`src/rtl/pet_io_pkg.sv`:
```
// Shared constants for the PET I/O page hub.
// Hub register offsets and the slot-count ceiling.
package pet_io_pkg;
   localparam logic [1:0] HUB_REG_MASK = 2'd0;
   localparam logic [1:0] HUB_REG_PEND = 2'd1;
   localparam logic [1:0] HUB_REG_RAW  = 2'd2;
   localparam logic [1:0] HUB_REG_ID   = 2'd3;
   localparam int         MAX_DEV      = 8;
endpackage

```
`src/rtl/pet_irq_latch.sv`:
```
// Per-slot interrupt latch: level follows the input,
// edge mode latches rising edges until write-1-to-clear.
module pet_irq_latch #(
   parameter bit EDGE = 1'b0
) (
   input  logic i_clk,
   input  logic i_rst,
   input  logic i_irq,
   input  logic i_w1c,
   output logic o_pend,
   output logic o_raw
);
   logic r_prev;
   logic r_pend;

   always_ff @(posedge i_clk or posedge i_rst) begin
      if (i_rst) begin
         r_prev <= 1'b0;
         r_pend <= 1'b0;
      end else begin
         r_prev <= i_irq;
         // a new edge beats a clear arriving in the same clock
         if (EDGE) r_pend <= (i_irq & ~r_prev) | (r_pend & ~i_w1c);
         else      r_pend <= i_irq;
      end
   end

   assign o_pend = r_pend;
   assign o_raw  = r_prev;
endmodule

```
`src/rtl/pet_io_hub.sv`:
```
// PET I/O page hub: one-hot partial decode onto device slots,
// registered strobes and read mux, plus a small interrupt controller.
module pet_io_hub
   import pet_io_pkg::*;
#(
   parameter int                 NUM_DEV     = 3,
   parameter int                 ADDR_W      = 11,
   parameter int                 SEL_LSB     = 4,
   parameter logic [NUM_DEV-1:0] IRQ_EDGE    = '0,
   parameter logic [7:0]         UNMAPPED_RD = 8'hFF
) (
   input  logic                   clk,
   input  logic                   reset,
   input  logic                   ce,
   input  logic [ADDR_W-1:0]      addr,
   input  logic                   we,
   input  logic [7:0]             data_in,
   output logic [7:0]             data_out,
   output logic                   rd_valid,
   output logic                   irq,
   output logic [NUM_DEV-1:0]     dev_strobe,
   output logic                   dev_we,
   output logic [SEL_LSB-1:0]     dev_addr,
   output logic [7:0]             dev_wdata,
   input  logic [8*NUM_DEV-1:0]   dev_rdata,
   input  logic [NUM_DEV-1:0]     dev_irq
);
   localparam int SW = ADDR_W - SEL_LSB;

   if (NUM_DEV < 1 || NUM_DEV > MAX_DEV || NUM_DEV > SW || SEL_LSB < 2) begin : g_bad
      $error("pet_io_hub: illegal NUM_DEV/ADDR_W/SEL_LSB combination");
   end

   logic [SW-1:0]      w_sel;
   logic [SW-1:0]      w_upper;
   logic [NUM_DEV-1:0] w_hit;
   logic               w_hub;
   logic [NUM_DEV-1:0] w_pend;
   logic [NUM_DEV-1:0] w_raw;
   logic [NUM_DEV-1:0] w_w1c;
   logic               w_hwr;
   logic [7:0]         w_hub_rd;
   logic [7:0]         w_rd;

   logic               r_acc;
   logic               r_hub;
   logic [1:0]         r_hreg;
   logic [NUM_DEV-1:0] r_mask;

   assign w_sel   = addr[ADDR_W-1:SEL_LSB];
   assign w_upper = w_sel >> NUM_DEV;
   assign w_hit   = (w_upper == '0) ? w_sel[NUM_DEV-1:0] : '0;
   assign w_hub   = (w_sel == '0);

   assign w_hwr = r_hub & dev_we;
   assign w_w1c = (w_hwr && r_hreg == HUB_REG_PEND) ? dev_wdata[NUM_DEV-1:0] : '0;

   for (genvar gi = 0; gi < NUM_DEV; gi++) begin : g_irq
      pet_irq_latch #(
         .EDGE (IRQ_EDGE[gi])
      ) u_latch (
         .i_clk  (clk),
         .i_rst  (reset),
         .i_irq  (dev_irq[gi]),
         .i_w1c  (w_w1c[gi]),
         .o_pend (w_pend[gi]),
         .o_raw  (w_raw[gi])
      );
   end

   always_comb begin
      w_hub_rd = 8'h00;
      unique case (r_hreg)
         HUB_REG_MASK: w_hub_rd = 8'(r_mask);
         HUB_REG_PEND: w_hub_rd = 8'(w_pend);
         HUB_REG_RAW:  w_hub_rd = 8'(w_raw);
         HUB_REG_ID:   w_hub_rd = 8'(NUM_DEV - 1);
         default:      w_hub_rd = 8'h00;
      endcase
   end

   // walk downwards so the lowest-index hit slot wins
   always_comb begin
      w_rd = r_hub ? w_hub_rd : UNMAPPED_RD;
      for (int i = NUM_DEV - 1; i >= 0; i--) begin
         if (dev_strobe[i]) w_rd = dev_rdata[8*i +: 8];
      end
   end

   always_ff @(posedge clk or posedge reset) begin
      if (reset) begin
         r_acc      <= 1'b0;
         r_hub      <= 1'b0;
         r_hreg     <= 2'd0;
         dev_strobe <= '0;
         dev_we     <= 1'b0;
         dev_addr   <= '0;
         dev_wdata  <= 8'h00;
      end else begin
         r_acc      <= ce;
         r_hub      <= ce & w_hub;
         r_hreg     <= addr[1:0];
         dev_strobe <= ce ? w_hit : '0;
         dev_we     <= we;
         dev_addr   <= addr[SEL_LSB-1:0];
         dev_wdata  <= data_in;
      end
   end

   always_ff @(posedge clk or posedge reset) begin
      if (reset) begin
         data_out <= 8'h00;
         rd_valid <= 1'b0;
         r_mask   <= '1;
         irq      <= 1'b0;
      end else begin
         rd_valid <= r_acc;
         if (r_acc) data_out <= w_rd;
         if (w_hwr && r_hreg == HUB_REG_MASK) r_mask <= dev_wdata[NUM_DEV-1:0];
         irq <= |(w_pend & r_mask);
      end
   end
endmodule
```
`config.mk`:
```
export PLATFORM = sky130hd
export DESIGN_NAME = pet_io_hub
export DESIGN_NICKNAME = d
export VERILOG_FILES = /design/src/rtl/pet_io_pkg.sv /design/src/rtl/pet_irq_latch.sv /design/src/rtl/pet_io_hub.sv
export SDC_FILE = /design/constraint.sdc
export NUM_CORES = 1
export LEC_CHECK = 0
export BUFFER_PORTS_ARGS = -buffer_cell sky130_fd_sc_hd__buf_2
export CORE_MARGIN = 2
export CORE_UTILIZATION = 39
export CTS_CLUSTER_DIAMETER = 60
export CTS_CLUSTER_SIZE = 28
export DETAILED_ROUTE_END_ITERATION = 12
export PLACE_DENSITY = 0.82
export SLEW_MARGIN = 10
export SYNTH_ARGS = -nofsm -noshare
export SYNTH_HDL_FRONTEND = slang
export SYNTH_SLANG_ARGS = --single-unit
```
`constraint.sdc`:
```
create_clock -name clk -period 1.3 [get_ports clk]
set_input_delay 0.195 -clock clk [delete_from_list [all_inputs] [get_ports clk]]
set_output_delay 0.195 -clock clk [all_outputs]
set_load 0.05 [all_outputs]
```
==> impl_results.md, run 1 <==
* Port bufs at 75
* Latest clock arrival within the worst-skew pair at 330 ps
* Internal cell power at 1.47 mW
* Post-route ant nets at 0
* Crit. End Element: output port
* Max Root-Sink Buffers at 2
* Crit path launch type: flop
* Syn Inst Count at 118
* R2R depth at 6
* Unrepaired setup endpoints after global routing: yes
* Core Util, Final at 63.3%
* CP arrival at 1090 ps
* Synth top area share at 55.9%
* Min-Delay Endpoint: r_hub
* Non-Filler Instances at 268
* Ranking of synthesized cells by area: dfrtp_1 56%, dfstp_2 5.7%, ha_1 2.7%
* Clk slew on worst S/H paths at 110 ps
* Vias per inst at 4.64
* Initial cell density of the core at 41.0%
* Initial antenna violation count at 0
* Final setup vio count at 0
* WL final at 3330 um
* Core Area at 0.00339 sq mm
* Fmax at 0.781 GHz
* Setup CP Type: flop to output port
* Class of the worst hold path: input pin to flop
* Leakage at 1.03 nW
* H-tree Lvls at 2
* Die width at 63.7 um
* DR DRC count at 0
* NetSw at 0.619 mW
* Fraction of layout instances using a drive strength above 1 at 50.0%
* Area Growth Syn to Fin at 54.5%
* DR iter-0 viols at 30
* Die Ht at 63.7 um
* Design Power at 2.08 mW
* Worst Hold Launch: addr[5]
* Synth warn at 0
* Outcome: complete, no violations
* CTS tree: yes
* Clock share of power at 27.4%
* Worst reg2reg endpoint: data_out[2]
* Mapped Area at 0.00139 sq mm
* Switching Fraction at 29.7%
* DR pass1 iterations at 4
* CP max FO at 2
* Synth area leader: dfrtp_1
* Die ar. at 0.00405 sq mm
* Distinct cell type count after synthesis at 29
* Syn Nets at 171
* Worst Tran Pin Value at 425 ps
* Post-synth EDFFs at 0
* GPL Wtd Cong at 0.706
* Fin. Hold Viols at 0
* Post-Place Worst Slack at -26.2 ps
* Hold Path Cell Cnt at 2
* Sequential fraction of the synthesis area at 61.5%
* Reg2reg setup slack at 40 ps
* First-pass GRT wire length at 5420 um
* # IOs at 76
* Ys async rst share at 100%
* Worst IR Drop VDD at 958 uV
* Part of the power in combinational logic at 18.6%
* Origin of the critical flop-to-flop path: dev_addr[1]
* Clock root buffer: clkbuf_4
* Ant. Diodes at 0
* Count leader, synth: dfrtp_1
* Fin crit share at 98.5%
* Final nets at 274
* Clock sinks at 34
* Max Cap Viol at 0
* Hpwl dp at 2350 um
* Avg Inst Size Synth at 11.8 sq um
* DR vias at 1,243
* GRT Residual Overflow at 0
* Worst Setup SP: dev_addr[1]
* Pin count of the biggest net entering global routing at 35
* Slew headroom at 71.7%
* Main synth FF type: dfrtp_1
* CP Data Required Time at 1110 ps
* All-Layer GR Usage at 17.6%
* Routed wire per std cell at 12.4 um
* Tmin final at 1280 ps
* Power per cell area at 972 mW/mm^2
* Cell total after placement at 238
* Vias in the first global route at 1,257
* Cell row count at 21
* Post-route worst setup slack at 20.0 ps
* Clk_skew at 3.64 ps
* Inserted Clock Buffers at 5
* Synth top cells by count: 31 x dfrtp_1, 10 x inv_1, 8 x nand2_1
* Synth Register Bits at 34
* Reg power frac at 54.1%
* Max Slew Vio Count at 0
## cells by family after synthesis
logic type               count (synthesis)  share of synthesized area [%]
adder cells (fa/ha/maj)                  3                           2.70
buffers and inverters                   14                           4.41
flip-flops                              34                           61.5
multiplexers                             3                           2.43
AO/OA/AOI/OAI                           28                           13.1
AND/OR/NAND/NOR                         36                           15.9
## sequential cells by signal, indices dropped and copies added, names as in the netlist
signal / flops
data_out: 8
dev_addr: 3
dev_strobe: 3
dev_wdata: 8
dev_we: 1
g_irq.u_latch.o_pend: 1
g_irq.u_latch.o_raw: 2
irq: 1
r_acc: 1
r_hreg: 1
r_hub: 1
r_mask: 3
rd_valid: 1
## per-layer routing
layer | part of all wire, % | vias to the layer above | track usage [%]
li1 | - | 621 | -
met1 | 39 | 567 | 18.5
met2 | 52 | 52 | 31.4
met3 | 8.8 | 3 | 8.39
met4 | 0.75 | 0 | 4.08
met5 | 0 | - | 0
## power by group through the flow
stage | Sequential (mW) | Clock (mW) | Combinational (mW)
2_1_floorplan | 1.27 | 0 | 0.0689
3_3_place_gp | 1.15 | 0 | 0.326
6_report | 1.13 | 0.571 | 0.387
5_1_grt | 1.13 | 0.657 | 0.417
3_5_place_dp | 1.15 | 0 | 0.330
4_1_cts | 1.13 | 0.597 | 0.376
## per-stage QoR
step                hold slack, ps  TNS (ps)  instance area (sq um)
floorplan                      226      -187                   1410
global placement               301         0                   1840
detailed placement             304     -26.2                   1840
CTS                           22.9         0                   2110
global route                  8.90      -139                   2150
finish                        37.5         0                   2150
## layout by cell type, fill, tap and decap left out, drive strengths merged
cell / instances
buf: 82
dfrtp: 31
dlygate4sd3: 18
inv: 10
nand2: 8
o21ai: 6
clkbuf: 5
nor2b: 4
a21oi: 4
nand3b: 4
a31oi: 4
nor2: 4
nand3: 3
mux2: 3
and3: 3
o211ai: 3
nand2b: 3
nor3: 3
a211oi: 3
o22ai: 3
dfstp: 3
ha: 3
a22oi: 2
a211o: 2
clkinv: 2
nor4: 1
and2: 1
nor4b: 1
a222oi: 1
and2b: 1
clkinvlp: 1
## area by class of cell
class	instances	area, sq um
fill	271	1240
sequential	34	861
timing repair buffer	100	623
multi-input combinational	70	505
tap	46	57.6
inverter	10	40.0
clock buffer	5	37.5
clock inverter	3	21.3
## critical path: stages, from the launching register on
cell and delay [ps]:
dfrtp_2 420, buf_4 140, buf_2 200
## worst max path at each step
stage	slack, ps	endpoint	cells after the start
detailed placement	-30	data_out[1]	6
CTS	10	data_out[1]	6
global route	-50	data_out[1]	6
finish	20	dev_addr[1]	2
floorplan	-90	data_out[1]	6
global placement	30	data_out[1]	6
## timing repair
action | CTS | global route
hold buffers | 18 | 0
gates cloned | 0 | 0
buffers inserted | 1 | 3
endpoints found under the setup margin | 4 | 6
gates resized for setup | 6 | 5
hold endpoints to repair | 48 | 0
pin swaps | 0 | 11
(Power assumes the default switching activity.)
==> run 2, diff against run 1 <==
BUFFER_PORTS_ARGS = -buffer_cell sky130_fd_sc_hd__buf_4   (was -buffer_cell sky130_fd_sc_hd__buf_2)
==> impl_results.md, run 2 (synthesized netlist as in run 1, its figures left out) <==
* Switching Fraction at 27.7%
* Biggest regs: data_out (8), dev_wdata (8)
* Cell total after placement at 239
* DR pass1 iterations at 5
* Max Root-Sink Buffers at 2
* CP arrival at 1510 ps
* Worst IR Drop VDD at 722 uV
* Critical Path Sink: data_out[1]
* Fmax at 0.800 GHz
* First-pass GRT wire length at 5960 um
* Cell row count at 21
* Origin of the critical flop-to-flop path: r_hreg[0]
* DR iter-0 viols at 66
* Crit path launch type: flop
* # IOs at 76
* Worst reg2reg endpoint: data_out[1]
* Cell family with most CP delay: flip-flops
* Reg power frac at 51.7%
* Max Slew Vio Count at 0
* CP bufs+invs at 1
* Internal cell power at 1.58 mW
* H-tree Lvls at 2
* Hold slack at 23.0 ps
* Routed wire per std cell at 13.3 um
* Initial antenna violation count at 0
* Post-route ant nets at 0
* Design Power at 2.18 mW
* NetSw at 0.605 mW
* Max Cap Viol at 0
* Ant. Diodes at 0
* Latest clock arrival within the worst-skew pair at 340 ps
* Most used cell, CP: a31oi_1
* Crit path depth at 6
* Die Ht at 63.7 um
* Slew headroom at 72.1%
* Pin count of the biggest net entering global routing at 35
* Worst Tran Pin Value at 419 ps
* Area Growth Syn to Fin at 68.6%
* CTS tree: yes
* CP Cell Sequence: inv_4 > ha_4 > nand2_1 > a31oi_1 > o211ai_1 > a31oi_1
* Port bufs at 75
* DR vias at 1,283
* Non-Filler Instances at 269
* Clock root buffer: clkbuf_4
* Reg2reg setup slack at 50 ps
* Clock share of power at 27.7%
* DR DRC count at 0
* WL final at 3590 um
* Fin. Hold Viols at 0
* Initial cell density of the core at 41.0%
* GRT Residual Overflow at 0
* Clk slew on worst S/H paths at 110 ps
* Power per cell area at 933 mW/mm^2
* Clk_skew at 8.84 ps
* GPL Wtd Cong at 0.709
* Slowest cell on crit path: dfrtp_2
* R2R depth at 6
* Leakage at 1.11 nW
* Commonest non-fill, non-tap cell in the layout: buf_4
* Inserted Clock Buffers at 5
* Outcome: complete, no violations
* Tmin final at 1250 ps
* Core Area at 0.00339 sq mm
* Vias per inst at 4.77
* Hpwl dp at 2420 um
* Worst Setup SP: r_hreg[0]
* Max stage delay on crit path at 410 ps
* Most frequent cells in the layout: 79 x buf_4, 26 x dfrtp_1, 19 x dlygate4sd3_1
* Setup CP Type: flop to flop
* Final nets at 275
* All-Layer GR Usage at 19.3%
* Vias in the first global route at 1,357
* CP Data Required Time at 1560 ps
* Fin crit share at 96.2%
* Clock sinks at 34
* Worst Hold Launch: addr[5]
* Class of the worst hold path: input pin to flop
* Final setup vio count at 0
* Unrepaired setup endpoints after global routing: yes
* Crit. End Element: flop
* Part of the power in combinational logic at 20.6%
* Die ar. at 0.00405 sq mm
* Die width at 63.7 um
* Fillers at 264
* CP max FO at 3
* Fraction of layout instances using a drive strength above 1 at 48.0%
-- run 2: changes by cell type in the layout (fill, tap and decap cells not counted), sizes merged --
cell,previous run,this run
clkbuf,5,7
dlygate4sd3,18,19
clkinv,2,1
clkinvlp,1,0
-- run 2: through the flow --
stage	setup slack, ps	setup TNS, ps	util, %	area (sq um)
2_1_floorplan	-87.7	-187	-	1410
3_3_place_gp	27.1	0	60.0	2030
3_5_place_dp	-28.4	-28.4	60.0	2030
4_1_cts	3.03	0	67.8	2300
5_1_grt	-27.1	-31.0	69.1	2340
6_report	49.3	0	69.1	2340
-- run 2: power by group through the flow --
stage	clock network, mW	logic [mW]	registers, mW
3_3_place_gp	0	0.391	1.15
5_1_grt	0.696	0.482	1.14
4_1_cts	0.632	0.443	1.13
2_1_floorplan	0	0.0689	1.27
3_5_place_dp	0	0.395	1.15
6_report	0.604	0.451	1.13
-- run 2: worst min path at each step --
stage	end	slack [ps]	cells after the start
global placement	dev_addr[3]	300	1
floorplan	dev_addr[2]	230	0
detailed placement	r_hreg[0]	310	1
global route	r_hub	3	2
finish	r_hub	20	2
CTS	r_hub	6	2
-- run 2: what timing repair did --
item	4_1_cts	5_1_grt
resized for setup	3	5
hold buffers	18	1
pin swaps	0	6
gates cloned	0	0
endpoints found under the hold margin	48	1
setup buffers	1	2
setup endpoints to repair	3	7
-- run 2: layout make-up --
class                           instances  area, sq um  area share (%)
Multi-Input combinational cell         70          498            21.3
Clock inverter                          1         5.00           0.214
Timing Repair Buffer                  101          825            35.2
Inverter                               10         40.0            1.71
Clock buffer                            7         55.1            2.35
Tap cell                               46         57.6            2.46
Sequential cell                        34          861            36.8
-- run 2: routing by layer --
metal	track usage [%]	share of wire [%]
met5	0	0
met4	5.71	1.0
met3	8.04	8.5
met2	34.7	53
met1	20.4	37
